[config.mk]
export PLATFORM = sky130hd
export DESIGN_NAME = operand_loader_flat
export DESIGN_NICKNAME = d
export VERILOG_FILES = /design/src/rtl/operand_loader_if.sv /design/src/rtl/operand_loader.sv /design/src/flat_wrapper.sv
export SDC_FILE = /design/constraint.sdc
export NUM_CORES = 1
export LEC_CHECK = 0
export ABC_AREA = 1
export CAP_MARGIN = 40
export CORE_AREA = 2 2 111 113
export CTS_CLUSTER_DIAMETER = 100
export DETAILED_ROUTE_END_ITERATION = 7
export DIE_AREA = 0 0 113 115
export GPL_TIMING_DRIVEN = 0
export PLACE_DENSITY = 0.75
export SETUP_SLACK_MARGIN = 0.05
export SLEW_MARGIN = 30
export SYNTH_ARGS = -nofsm -noshare
export SYNTH_HDL_FRONTEND = slang
export SYNTH_SLANG_ARGS = --single-unit
[constraint.sdc]
create_clock -name CLK -period 2 [get_ports CLK]
set_clock_uncertainty 0.1 [all_clocks]
set_input_delay 0.4 -clock CLK [delete_from_list [all_inputs] [get_ports CLK]]
set_output_delay 0.4 -clock CLK [all_outputs]
set_load 0.05 [all_outputs]
[src/rtl/operand_loader_if.sv]
// rtl/operand_loader_if.sv - byte stream in, operands/start/busy out
// Purpose: bundles the operand loader's byte stream and result signals.
// Signals: DIN/DIN_VALID/DIN_READY byte handshake; A/B/C assembled
//          operands; START one-cycle adder kick; BUSY hold-window flag.
// Modports: master = stream source / result consumer, slave = loader.
interface operand_loader_if #(
  parameter int WIDTH = 32
);
  logic [7:0]       DIN;
  logic             DIN_VALID;
  logic             DIN_READY;
  logic [WIDTH-1:0] A;
  logic [WIDTH-1:0] B;
  logic [WIDTH-1:0] C;
  logic             START;
  logic             BUSY;

  modport master (
    output DIN, DIN_VALID,
    input  DIN_READY, A, B, C, START, BUSY
  );

  modport slave (
    input  DIN, DIN_VALID,
    output DIN_READY, A, B, C, START, BUSY
  );
endinterface

[src/rtl/operand_loader.sv]
// rtl/operand_loader.sv - assembles A/B/C from a byte stream and kicks the serial adder
// Purpose: loads 3*WIDTH/8 little-endian bytes (A, then B, then C), pulses
//          START once, then freezes the operands for HOLD_CYCLES CE cycles.
// Ports: CLK clock; RESET async active-low reset; CE clock enable;
//        CLEAR synchronous abort back to LOAD; bus = operand_loader_if.slave.
module operand_loader #(
  parameter int WIDTH       = 32,
  parameter int HOLD_CYCLES = 36
) (
  input  logic             CLK,
  input  logic             RESET,
  input  logic             CE,
  input  logic             CLEAR,
  operand_loader_if.slave  bus
);

  localparam int NBYTES = 3 * WIDTH / 8;
  localparam int CW     = (NBYTES > 1) ? $clog2(NBYTES) : 1;
  localparam int HCW    = (HOLD_CYCLES > 1) ? $clog2(HOLD_CYCLES) : 1;

  localparam logic [CW-1:0]  LAST_BYTE = CW'(NBYTES - 1);
  localparam logic [HCW-1:0] LAST_HOLD = HCW'(HOLD_CYCLES - 1);

  typedef enum logic [1:0] {
    ST_LOAD = 2'd0,
    ST_FIRE = 2'd1,
    ST_HOLD = 2'd2
  } state_t;

  state_t               state_q, state_d;
  logic [CW-1:0]        byte_cnt_q, byte_cnt_d;
  logic [HCW-1:0]       hold_cnt_q, hold_cnt_d;
  logic [3*WIDTH-1:0]   ops_q, ops_d;   // {C, B, A}; byte k lands at bits 8k+7:8k
  logic                 start_q, start_d;
  logic                 busy_q, busy_d;

  always_comb begin
    state_d    = state_q;
    byte_cnt_d = byte_cnt_q;
    hold_cnt_d = hold_cnt_q;
    ops_d      = ops_q;
    start_d    = start_q;
    busy_d     = busy_q;

    if (CE) begin
      case (state_q)
        ST_LOAD: begin
          // CLEAR wins over a byte offered on the same edge.
          if (CLEAR) begin
            byte_cnt_d = '0;
          end else if (bus.DIN_VALID) begin
            ops_d[{byte_cnt_q, 3'b000} +: 8] = bus.DIN;
            if (byte_cnt_q == LAST_BYTE) begin
              byte_cnt_d = '0;
              state_d    = ST_FIRE;
              start_d    = 1'b1;
              busy_d     = 1'b1;
            end else begin
              byte_cnt_d = byte_cnt_q + 1'b1;
            end
          end
        end

        ST_FIRE: begin
          start_d = 1'b0;
          if (CLEAR) begin
            state_d = ST_LOAD;
            busy_d  = 1'b0;
          end else begin
            state_d    = ST_HOLD;
            hold_cnt_d = '0;
          end
        end

        ST_HOLD: begin
          if (CLEAR || (hold_cnt_q == LAST_HOLD)) begin
            state_d    = ST_LOAD;
            busy_d     = 1'b0;
            byte_cnt_d = '0;
          end else begin
            hold_cnt_d = hold_cnt_q + 1'b1;
          end
        end

        default: begin
          state_d    = ST_LOAD;
          start_d    = 1'b0;
          busy_d     = 1'b0;
          byte_cnt_d = '0;
        end
      endcase
    end
  end

  always_ff @(posedge CLK or negedge RESET) begin
    if (!RESET) begin
      state_q    <= ST_LOAD;
      byte_cnt_q <= '0;
      hold_cnt_q <= '0;
      ops_q      <= '0;
      start_q    <= 1'b0;
      busy_q     <= 1'b0;
    end else begin
      state_q    <= state_d;
      byte_cnt_q <= byte_cnt_d;
      hold_cnt_q <= hold_cnt_d;
      ops_q      <= ops_d;
      start_q    <= start_d;
      busy_q     <= busy_d;
    end
  end

  // Gated by RESET so READY is low during reset and high right after release.
  assign bus.DIN_READY = (state_q == ST_LOAD) && RESET;
  assign bus.A         = ops_q[WIDTH-1:0];
  assign bus.B         = ops_q[2*WIDTH-1:WIDTH];
  assign bus.C         = ops_q[3*WIDTH-1:2*WIDTH];
  assign bus.START     = start_q;
  assign bus.BUSY      = busy_q;

endmodule

[src/flat_wrapper.sv]
// flat-port wrapper written by rule: the top's interface ports become plain ports
module operand_loader_flat 
#(
  parameter int WIDTH       = 32,
  parameter int HOLD_CYCLES = 36
)
  (CLK, RESET, CE, CLEAR, bus_DIN, bus_DIN_VALID, bus_DIN_READY, bus_A, bus_B, bus_C, bus_START, bus_BUSY);
  operand_loader_if #(.WIDTH(WIDTH)) bus_i ();
  input  logic CLK;
  input  logic RESET;
  input  logic CE;
  input  logic CLEAR;
  input wire logic [$bits(bus_i.DIN)-1:0] bus_DIN;
  input wire logic [$bits(bus_i.DIN_VALID)-1:0] bus_DIN_VALID;
  output wire logic [$bits(bus_i.DIN_READY)-1:0] bus_DIN_READY;
  output wire logic [$bits(bus_i.A)-1:0] bus_A;
  output wire logic [$bits(bus_i.B)-1:0] bus_B;
  output wire logic [$bits(bus_i.C)-1:0] bus_C;
  output wire logic [$bits(bus_i.START)-1:0] bus_START;
  output wire logic [$bits(bus_i.BUSY)-1:0] bus_BUSY;
  assign bus_i.DIN = bus_DIN;
  assign bus_i.DIN_VALID = bus_DIN_VALID;
  assign bus_DIN_READY = bus_i.DIN_READY;
  assign bus_A = bus_i.A;
  assign bus_B = bus_i.B;
  assign bus_C = bus_i.C;
  assign bus_START = bus_i.START;
  assign bus_BUSY = bus_i.BUSY;
  operand_loader #(.WIDTH(WIDTH), .HOLD_CYCLES(HOLD_CYCLES)) u_core (.CLK(CLK), .RESET(RESET), .CE(CE), .CLEAR(CLEAR), .bus(bus_i));
endmodule
# == Word-level counts from Yosys, hierarchy flattened ==
# Index checks and enable logic that the tools add are counted.
# totals
register_bits,110
inputBits,13
output_inout_bits,99
word_cells,58
# op_classes
add_sub_neg,3
n_eq_ne,12
shift,2
mux,22
n_bitwise,3
n_reduce_logical,10
# ops
op,count
bitwise mux 96 bit,1
variable shift 8 x 9 -> 96 bit (first input constant),1
variable part select 8 x 9 -> 96 bit,1
2-to-1 mux 4 bit,4
2-to-1 mux 6 bit,2
one-hot mux 4 bit (3 select lines),1
one-hot mux 6 bit (2 select lines),1
AND reduction 4 bit,3
2-to-1 mux 2 bit,5
!= test 2 bit (second input constant),5
AND reduction 5 bit,2
negation 7 -> 9 bit,1
adder 6 x 1 -> 6 bit (second input constant),1
== test 6 bit (second input constant),1
one-hot mux 2 bit (3 select lines),1
AND reduction 6 bit,1
2-to-1 mux 1 bit,5
adder 4 x 1 -> 4 bit (second input constant),1
== test 4 bit (second input constant),1
!= test 2 x 1 -> 1 bit (second input constant),2
!= test 3 bit (second input constant),1
NOT 1 bit,3
one-hot mux 1 bit (3 select lines),1
== test 2 x 1 -> 1 bit (second input constant),1
other kinds (6),6

# == Longest topological paths before layout ==
# Gate-level depths: netlist of the first run.
# logic_depth
word_depth,5
ltp_mapped,13
mapped_depth_nobuf,11

# == Worst setup path after synthesis of the first run ==
# Ideal clock, no wire load.
# synth_timing
path_kind,register -> register
startpoint,register u_core.byte_cnt_q[0]
endpoint,register u_core.ops_q[78]
setup_time_ns,0.122
arrival_ns,1.986
required_time_ns,1.778
setup_slack_ns,-0.208
path_stages_with_launch,13
n_path_buf,3
period_less_slack_ns,2.208
cell_sequence,dfrtp_1 inv_1 buf_1 ha_1 inv_1 nand2_1 nand2_1 buf_6 nor2_8 nand3_4 buf_2 nand2_1 o21ai_1
# synth_between
elab_chain_cells,3
word_cells_on_any_way,4
cone_classes,add/sub (1); shift (2); mux (1)
# synth_lines
item,line_no,text
"start, declared",operand_loader.sv:31,"logic [CW-1:0] byte_cnt_q, byte_cnt_d;"
"start signal, assigned",operand_loader.sv:105,byte_cnt_q <= byte_cnt_d;
negation 7 -> 9 bit (*),operand_loader.sv:52,"ops_d[{byte_cnt_q, 3'b000} +: 8] = bus.DIN;"
variable part select 8 x 9 -> 96 bit / variable shift 8 x 9 -> 96 bit (equally long branches),operand_loader.sv:52,
bitwise mux 96 bit (*),operand_loader.sv:52,
"end signal, assigned",operand_loader.sv:107,ops_q <= ops_d;
"end, declared",operand_loader.sv:33,"logic [3*WIDTH-1:0] ops_q, ops_d;"
# Mark *: on every way between the ends. The rest lies on a longest branch, timed or not.
# A chain may end at the register's enable or synchronous reset.

# == Worst setup path in the final report of the first run ==
# layout_timing
startpoint,register u_core.state_q[0]
endpoint,output port bus_DIN_READY
# layout_between
elab_chain_cells,2
# layout_lines
item,line_no,text
"start, declared",operand_loader.sv:30,"state_t state_q, state_d;"
"start signal, assigned",operand_loader.sv:104,state_q <= state_d;
zero test 2 bit,operand_loader.sv:114,assign bus.DIN_READY = (state_q == ST_LOAD) && RESET;
logical AND 1 bit,operand_loader.sv:114,
"end, declared",flat_wrapper.sv:15,output wire logic [$bits(bus_i.DIN_READY)-1:0] bus_DIN_READY;
# No other way between the ends.

==> results of run 1 <==
[what timing repair did]
| item | in CTS | in global routing |
|---|---|---|
| pin swaps | 4 | 6 |
| setup buffers | 7 | 11 |
| cloned | 1 | 0 |
| resized for setup | 122 | 14 |
| setup endpoints to repair | 186 | 97 |
| endpoints found under the hold margin | 53 | 53 |
[per-stage QoR]
stage	setup slack, ns	power (mW)	hold slack (ns)	cells	setup TNS [ns]
global route	0.0268	7.57	-0.0656	922	0
global placement	-4.02	5.12	0.356	887	-416.68
floorplan	0.0640	4.46	0.00441	629	0
detailed placement	-0.350	5.19	0.291	888	-21.90
CTS	0.0135	7.00	-0.0778	911	0
finish	0.0698	7.19	-0.103	922	0
[worst min-delay path by stage]
stage | start | endpoint
global placement | u_core.ops_q[28] | u_core.ops_q[28]
floorplan | RESET | u_core.bus.BUSY
detailed placement | RESET | u_core.ops_q[65]
CTS | RESET | u_core.ops_q[65]
global route | RESET | u_core.ops_q[65]
finish | RESET | u_core.ops_q[65]
[state kept, by name, summed over array words and instances, names as in the netlist]
signal / flops
u_core.bus.BUSY: 1
u_core.ops_q: 96
u_core.byte_cnt_q: 4
u_core.bus.START: 1
u_core.state_q: 2
u_core.hold_cnt_q: 6
[cell families (layout without fill, tap and decap cells)]
group | Yosys count | count (layout) | share of synthesized area, %
AO/OA/AOI/OAI | 63 | 63 | 5.92
flip-flops | 110 | 110 | 51.7
buffers and inverters | 80 | 225 | 6.93
adder cells (fa/ha/maj) | 6 | 6 | 1.41
AND/OR/NAND/NOR | 369 | 370 | 33.9
XOR/XNOR | 1 | 1 | 0.164
[report_power, final]
part	switching, mW	internal, mW
clock	0.776	0.964
combinational	2.04	0.851
sequential	0.150	2.41
total	2.97	4.22
[metal layers]
layer	vias to the layer above	GRT usage [%]	share of wire (%)
met3	23	3.95	6.3
li1	2301	-	-
met1	2241	31.0	44
met5	-	0	0
met2	164	35.4	48
met4	0	6.26	1.9
[placed cells by master, fill, tap and decap left out, drive strengths merged]
cell type	synthesis	final
a21oi	1	1
and3	1	1
buf	14	35
bufinv	0	1
clkbuf	3	14
clkdlybuf4s50	0	11
clkinv	1	4
dfrtp	110	110
dlygate4sd2	0	98
ha	6	6
inv	62	62
nand2	244	244
nand3	49	49
nand4	30	30
nor2	43	44
nor3	1	1
o21ai	62	62
or2	1	1
xor2	1	1
[worst max-delay path, stage by stage, from the launching register on]
cell     delay (ns)
dfrtp_1        0.43
nor2_4         0.24
inv_1          0.12
nor2_1         0.13
buf_6          0.17
[area by class of cell]
| cell class | instances | share of cell area, % |
|---|---|---|
| sequential | 110 | 38.7 |
| multi-input combinational | 440 | 31.8 |
| inverter | 63 | 3.50 |
| clock buffer | 11 | 3.27 |
| tap | 147 | 2.59 |
| buffer | 17 | 2.44 |
| timing repair buffer | 130 | 17.0 |
| clock inverter | 4 | 0.686 |
==> results.ini, run 1 <==
[run_status]
status=finished, violations left
violations=DRC, hold timing

[cells_and_area]
antenna_cells=0
nets=790
drive_gt1_share_pct=12.8
syn_to_final_growth_pct=33.6
fin_area_um2=7110
final_core_util_pct=60.2
fillers=1042
regArea_um2=2760
multi_input_area_um2=2260

[routing]
drt_first_iter_violations=410
wl_um=14000
ant_nets=0
vias=4729
firstDrtPassIters=8
drt_drc_violations_left=11
wire_per_inst_um=15.2
route.detailed.vias_per_inst=5.13

[die]
start_util_pct=45.1
row_count=40
die_h_um=115
num_io_pins=112
core_um2=11800
die_area_um2=13000
die_x_um=113

[clocking]
tritoncts=built
clkTransAtPathRegs_ns=0.07
cts.htree.levels=3
insertion_delay_ns=0.35
clockRootBuffer=clkbuf_16
cts-buffers-inserted=9
cts_sinks=110
cts_max_path_buffers=2

[grt]
grt_max_degree=58
overflow=0
grt_use_total_pct=22.0
grt_pass1_wl_um=22600
antenna_found_initial=0
grt_pass1_vias=4473

[yosys]
synthFlopType=dfrtp_1
yosysTopAreaCellShare_pct=51.7
synthTopCellsByCount=nand2_1, dfrtp_1, inv_1, o21ai_0, nand3_1
synth-seq-cells=110
synth_nets=648
synth_edf_count=0
yosysWarnings=0
syn_area_per_cell_um2=8.47
syn_area_um2=5330
synth_top_cells_by_area=dfrtp_1, nand2_1, inv_1
syn_inst=629
yosys.area.top_type=dfrtp_1
synth_cell_types=29
synth.most_common_cell=nand2_1
async_reset_ff_share_pct=100
ys_seq_area_share_pct=51.7

[timing]
worst_slew_pin_slew_ns=0.525
slew_headroom_pct=65.1
setup_viol=0
rsz0062_at_grt=yes
fmax_mhz=518
hold_viol_final=53
finalCriticalPeriod_ns=1.93
fin_crit_sh_pct=96.5
hold_slack_ns=-0.103
slew_violations=0

[power]
powerDensity_nw_per_um2=1010
max-vdd-ir-drop_mv=0.649
p_leak_nw=4.22

[worst_hold_path]
hold_path.class=input port to async pin

[setup_path]
critPathMaxFanout=8
reg2reg_to=u_core.ops_q[11]
critPathLaunchType=flop
r2r-start=u_core.byte_cnt_q[0]
end_kind=primary output
ff2ff_setup_slack_ns=0.12
cp-endpoint=bus_DIN_READY
reg2regPathDepth=10
arrival_ns=1.43
crit_start=u_core.state_q[0]
criticalPathCategory=flop to primary output
cp.required_ns=1.50

[placed_design]
dpl.hpwl_um=9890
place_congestion=0.788
io_buffers=111
postPlaceCellArea_um2=6670

[job]
maxCapViolations=0

(Power assumes the default switching activity.)
==> run 2, diff against run 1 <==
==> constraint.sdc (replaced) <==
create_clock -name CLK -period 2 [get_ports CLK]
set_clock_uncertainty 0.1 [all_clocks]
set_input_delay 0.3 -clock CLK [delete_from_list [all_inputs] [get_ports CLK]]
set_output_delay 0.3 -clock CLK [all_outputs]
set_load 0.05 [all_outputs]
==> run 2 against run 1 <==
Against the previous run: the run still ends with DRC, hold timing left; power increased by 0.87%; non-clock buffer count is 4 lower; sequential power about the same; highest routed layer unchanged; critical path depth shrank 3; maximum frequency decreased by 0.26%; worst hold slack lost 0.098 ns; final area grew 2.6%; clock power about the same; largest power group unchanged.
==> results.ini, run 2 (same netlist as run 1, synthesis figures left out) <==
[run_status]
status=finished, violations left
violations=DRC, hold timing

[placed_design]
place_congestion=0.788
dpl.hpwl_um=9890
postPlaceCellArea_um2=6670
place_ws_ns=-0.209
io_buffers=111
dp_cells=888

[cells_and_area]
layout_top_registers=u_core.ops_q (96), u_core.hold_cnt_q (6), u_core.byte_cnt_q (4)
stdcell_count=918
largest_reg_flops=96
syn_to_final_growth_pct=37.0
layout_commonest_cell=nand2_1
fin_area_um2=7300
final_core_util_pct=61.8
regMostFlops=u_core.ops_q
fillers=1020
final_cell_mix=nand2_1, dfrtp_1, clkdlybuf4s50_1
nets=786
antenna_cells=0
drive_gt1_share_pct=12.2

[power]
clockPowerShare_pct=23.9
powerDensity_nw_per_um2=994
power_switching_mw=2.96
p_seq_share_pct=35.3
power.total_mw=7.26
power.share.combinational_pct=40.8
max-vdd-ir-drop_mv=0.670
p_leak_nw=4.47
swShare_pct=40.9
p_int_mw=4.29

[setup_path]
crit_buf_inv=1
cp.required_ns=1.60
arrival_ns=1.54
end_kind=primary output
critPathLaunchType=flop
critical_path.cell_chain=clkdlybuf4s50_1
critPathMaxFanout=2
path_delay_family=buffers and inverters
critPathMaxStageDelay_ns=0.82
slowest_stage=clkdlybuf4s50_1
criticalPathCategory=flop to primary output

[die]
die_x_um=113
die_area_um2=13000
num_io_pins=112
row_count=40
die_h_um=115
start_util_pct=45.1
core_um2=11800

[routing]
vias=4749
wl_um=14100
route.detailed.vias_per_inst=5.17
ant_nets=0
drt_first_iter_violations=406
drt_drc_violations_left=11
wire_per_inst_um=15.4
firstDrtPassIters=7

[grt]
antenna_found_initial=0
grt_pass1_vias=4472
grt_use_total_pct=21.9
grt_max_degree=58
overflow=0
grt_pass1_wl_um=22500

[job]
maxCapViolations=0

[timing]
setup_ws_ns=0.0648
fmax_mhz=517
hold_viol_final=53
fin_crit_sh_pct=96.8
rsz0062_at_grt=yes
setup_viol=0
worst_slew_pin_slew_ns=0.539
finalCriticalPeriod_ns=1.94
slew_headroom_pct=64.0
slew_violations=0
hold_slack_ns=-0.201

[clocking]
insertion_delay_ns=0.34
cts_max_path_buffers=2
tritoncts=built
cts.htree.levels=3
clkTransAtPathRegs_ns=0.07
cts_sinks=110
clockRootBuffer=clkbuf_16
cts-buffers-inserted=9

[worst_hold_path]
hold_path.class=input port to async pin

-- run 2: changes by cell type in the layout (fill, tap and decap cells not counted), moves of 4 or more --
cell,previous run,this run
buf_4,14,10
dlymetal6s2s_1,0,39
clkdlybuf4s50_1,11,68
dlygate4sd2_1,98,2
-- run 2: worst paths after layout --
check,start,endpoint,slack (ns),cells after the start
worst min-delay path,RESET,u_core.ops_q[69],-0.20,1
worst max-delay path,u_core.ops_q[72],bus_C[8],0.06,1
worst max register to register,u_core.byte_cnt_q[0],u_core.ops_q[9],0.10,10
worst min register to register,u_core.ops_q[37],u_core.ops_q[37],0.38,2
min in group CLK,u_core.ops_q[37],u_core.ops_q[37],0.38,2
max in group asynchronous,RESET,u_core.ops_q[16],1.36,2
-- run 2: stage by stage --
stage	setup TNS [ns]	hold WS, ns
3_5_place_dp	-12.69	0.191
6_report	0	-0.201
5_1_grt	0	-0.166
2_1_floorplan	0	-0.0956
3_3_place_gp	-396.64	0.356
4_1_cts	0	-0.178
-- run 2: what timing repair did --
item,in CTS,in global routing
pin swaps,4,5
resized for setup,26,50
hold endpoints to repair,53,53
setup endpoints to repair,90,117
gates cloned,1,0
setup buffers,8,6
-- run 2: area by class of cell --
type | instances | area (um2) | share of cell area [%]
clock buffer | 11 | 233 | 3.19
inverter | 63 | 250 | 3.43
sequential | 110 | 2760 | 37.8
buffer | 17 | 174 | 2.38
multi-input combinational | 440 | 2260 | 31.0
timing repair buffer | 126 | 1390 | 19.1
clock inverter | 4 | 48.8 | 0.669
tap | 147 | 184 | 2.52
-- run 2: power groups by stage --
stage | Sequential [mW] | Clock [mW] | Combinational (mW)
final | 2.56 | 1.73 | 2.96
after global routing | 2.59 | 1.86 | 3.18
after CTS | 2.57 | 1.76 | 2.78
after detailed placement | 2.61 | 0 | 2.57
after global placement | 2.61 | 0 | 2.51
after floorplan | 3.05 | 0 | 1.41
-- run 2: metal layers --
layer / global-route usage [%] / vias to the layer above / share of wire (%)
li1: - / 2293 / -
met1: 31.0 / 2264 / 44
met2: 35.0 / 170 / 48
met3: 3.85 / 22 / 6.3
met4: 6.26 / 0 / 1.9
met5: 0 / - / 0
==> run 3, diff against run 2 <==
ABC_AREA = default   (was 1)
CORE_AREA = 2 2 107 109   (was 2 2 111 113)
DIE_AREA = 0 0 109 111   (was 0 0 113 115)
PLACE_DENSITY = 0.74   (was 0.75)
==> run 3 against run 2 <==
Against the previous run: the run ends with hold timing, setup timing left; clock power decreased by 9%; critical endpoint is now u_core.ops_q[89]; combinational power is 18% higher; largest power group unchanged; largest cell class unchanged; final cell count fell by 28%.
==> results.ini, run 3 <==
[cells_and_area]
drive_gt1_share_pct=30.6
fillers=888
syn_to_final_growth_pct=46.8
nets=532
layout_top_registers=u_core.ops_q (96), u_core.hold_cnt_q (6), u_core.byte_cnt_q (4)
regMostFlops=u_core.ops_q
largest_reg_flops=96
final_cell_mix=dfrtp_1, clkdlybuf4s50_1, a22o_1
antenna_cells=0
layout_commonest_cell=dfrtp_1

[timing]
tns_ns=-9.28
rsz0062_at_grt=yes
hold_slack_ns=-0.200
slew_headroom_pct=49.8
worst_slew_pin_slew_ns=0.754
setup_viol=72
hold_viol_final=52
slew_violations=0
finalCriticalPeriod_ns=2.20
setup_ws_ns=-0.205
fmax_mhz=454
fin_crit_sh_pct=110

[clocking]
cts-buffers-inserted=9
clkTransAtPathRegs_ns=0.06
cts_sinks=110
tritoncts=built
cts.htree.levels=3
cts_max_path_buffers=2
insertion_delay_ns=0.34
clockRootBuffer=clkbuf_16

[die]
die_area_um2=12100
core_um2=11100
die_h_um=111
start_util_pct=43.1
die_x_um=109
row_count=39
num_io_pins=112

[setup_path]
arrival_ns=2.33
critPathMaxFanout=8
end_kind=flop
reg2reg_to=u_core.ops_q[89]
cp.required_ns=2.13
criticalPathCategory=flop to flop
r2r-start=u_core.byte_cnt_q[1]
ff2ff_setup_slack_ns=-0.20
critPathLaunchType=flop
reg2regPathDepth=6

[power]
p_int_mw=4.78
max-vdd-ir-drop_mv=0.547
clockPowerShare_pct=20.1
p_seq_share_pct=35.2
swShare_pct=38.5
power.share.combinational_pct=44.7
p_leak_nw=3.53
powerDensity_nw_per_um2=1110
power.total_mw=7.78
power_switching_mw=3.00

[yosys]
synth_edf_count=0
syn_inst=362
synthFlopType=dfrtp_1
synth_nets=381
yosysWarnings=0
synth.most_common_cell=dfrtp_1
synth_top_cells_by_area=dfrtp_1, mux2_2, a22o_1
async_reset_ff_share_pct=100
syn_area_per_cell_um2=13.2
syn_area_um2=4780
yosys.area.top_type=dfrtp_1
synth-seq-cells=110
synth_cell_types=53
yosysTopAreaCellShare_pct=57.6
synthTopCellsByCount=dfrtp_1, mux2_2, a22o_1, o21ai_0, and3_1
ys_seq_area_share_pct=57.6

[run_status]
status=finished, violations left
violations=hold timing, setup timing

[routing]
route.detailed.vias_per_inst=5.42
wire_per_inst_um=18.8
drt_drc_violations_left=0
firstDrtPassIters=4
drt_first_iter_violations=193
wl_um=12400
vias=3576
ant_nets=0

[grt]
grt_pass1_vias=3530
grt_max_degree=59
antenna_found_initial=0
overflow=0
grt_use_total_pct=20.5
grt_pass1_wl_um=19200

[worst_hold_path]
hold_path.class=input port to async pin

[placed_design]
io_buffers=101
place_congestion=0.850
dpl.hpwl_um=7960

[job]
maxCapViolations=0

[run 3: cell types whose count changed in the layout (fill, tap and decap cells not counted), moves of 25 or more]
cell,before,now
inv_1,55,6
mux2_4,0,36
o21ai_0,42,8
nand3_1,38,8
nand4_1,30,3
a22o_1,0,40
nor2_1,30,5
nand2_1,233,7
[run 3: cell families (layout without fill, tap and decap cells)]
kind of cell | count (synthesis) | in the layout | synth area share [%]
AOI/OAI and AO/OA | 81 | 81 | 13.6
and+or+nand+nor | 74 | 74 | 10.6
muxes | 58 | 58 | 13.6
xor gates and xnor gates | 2 | 2 | 0.367
buffers and inverters | 31 | 186 | 2.64
adders and majority gates | 6 | 6 | 1.57
DFF | 110 | 110 | 57.6
[run 3: worst max path at each step]
stage	from	to	depth (start not counted)	slack (ns)
2_1_floorplan	u_core.byte_cnt_q[0]	u_core.ops_q[88]	5	-0.12
3_3_place_gp	RESET	bus_DIN_READY	3	-4.02
3_5_place_dp	CLEAR	u_core.ops_q[35]	5	-0.47
4_1_cts	u_core.byte_cnt_q[1]	u_core.ops_q[88]	8	-0.17
5_1_grt	u_core.byte_cnt_q[1]	u_core.ops_q[88]	6	-0.25
6_report	u_core.byte_cnt_q[1]	u_core.ops_q[89]	6	-0.20
[run 3: through the flow]
step                instance area (um2)  utilization, %  hold slack (ns)  instances  setup WS, ns
global route                       7020            63.4           -0.152        660        -0.250
floorplan                          4930               -          -0.0956        362        -0.123
CTS                                6780            61.2           -0.179        645        -0.169
detailed placement                 6150            55.5            0.188        607        -0.470
global placement                   6120            55.3            0.371        606         -4.02
finish                             7020            63.4           -0.200        660        -0.205
[run 3: timing repair]
action,4_1_cts,5_1_grt
setup buffers,25,15
pin swaps,11,7
cloned,0,1
hold endpoints to repair,52,52
endpoints found under the setup margin,105,127
gates resized for setup,42,51
[run 3: final cells by class]
cell class                 instances  area (um2)  area share, %
sequential                       110        2750           39.2
multi-input combinational        221        2200           31.3
timing repair buffer             142        1460           20.8
clock buffer                      14         244           3.48
tap                              143         179           2.55
buffer                            21         131           1.87
inverter                           8        45.0          0.642
clock inverter                     1        7.51          0.107
[run 3: worst max-delay path, stage by stage, from the launching register on]
cell and delay, ns:
dfrtp_1 0.41, buf_8 0.15, or3_4 0.40, a211o_4 0.40, a21oi_4 0.18, buf_12 0.15
mux2_4 0.30
[run 3: power by group through the flow]
stage               combinational [mW]  sequential [mW]  clock, mW
CTS                               3.18             2.73       1.60
finish                            3.48             2.73       1.57
floorplan                         1.16             3.64          0
global placement                  2.84             2.77          0
global route                      3.65             2.77       1.70
detailed placement                2.90             2.78          0
[run 3: metal layers]
metal	vias to the layer above	global-route usage [%]	routed length [um]
met4	0	7.09	205
met3	15	2.35	516
met5	-	0	0
met1	1821	29.6	5640
met2	106	31.9	6050
li1	1634	-	-
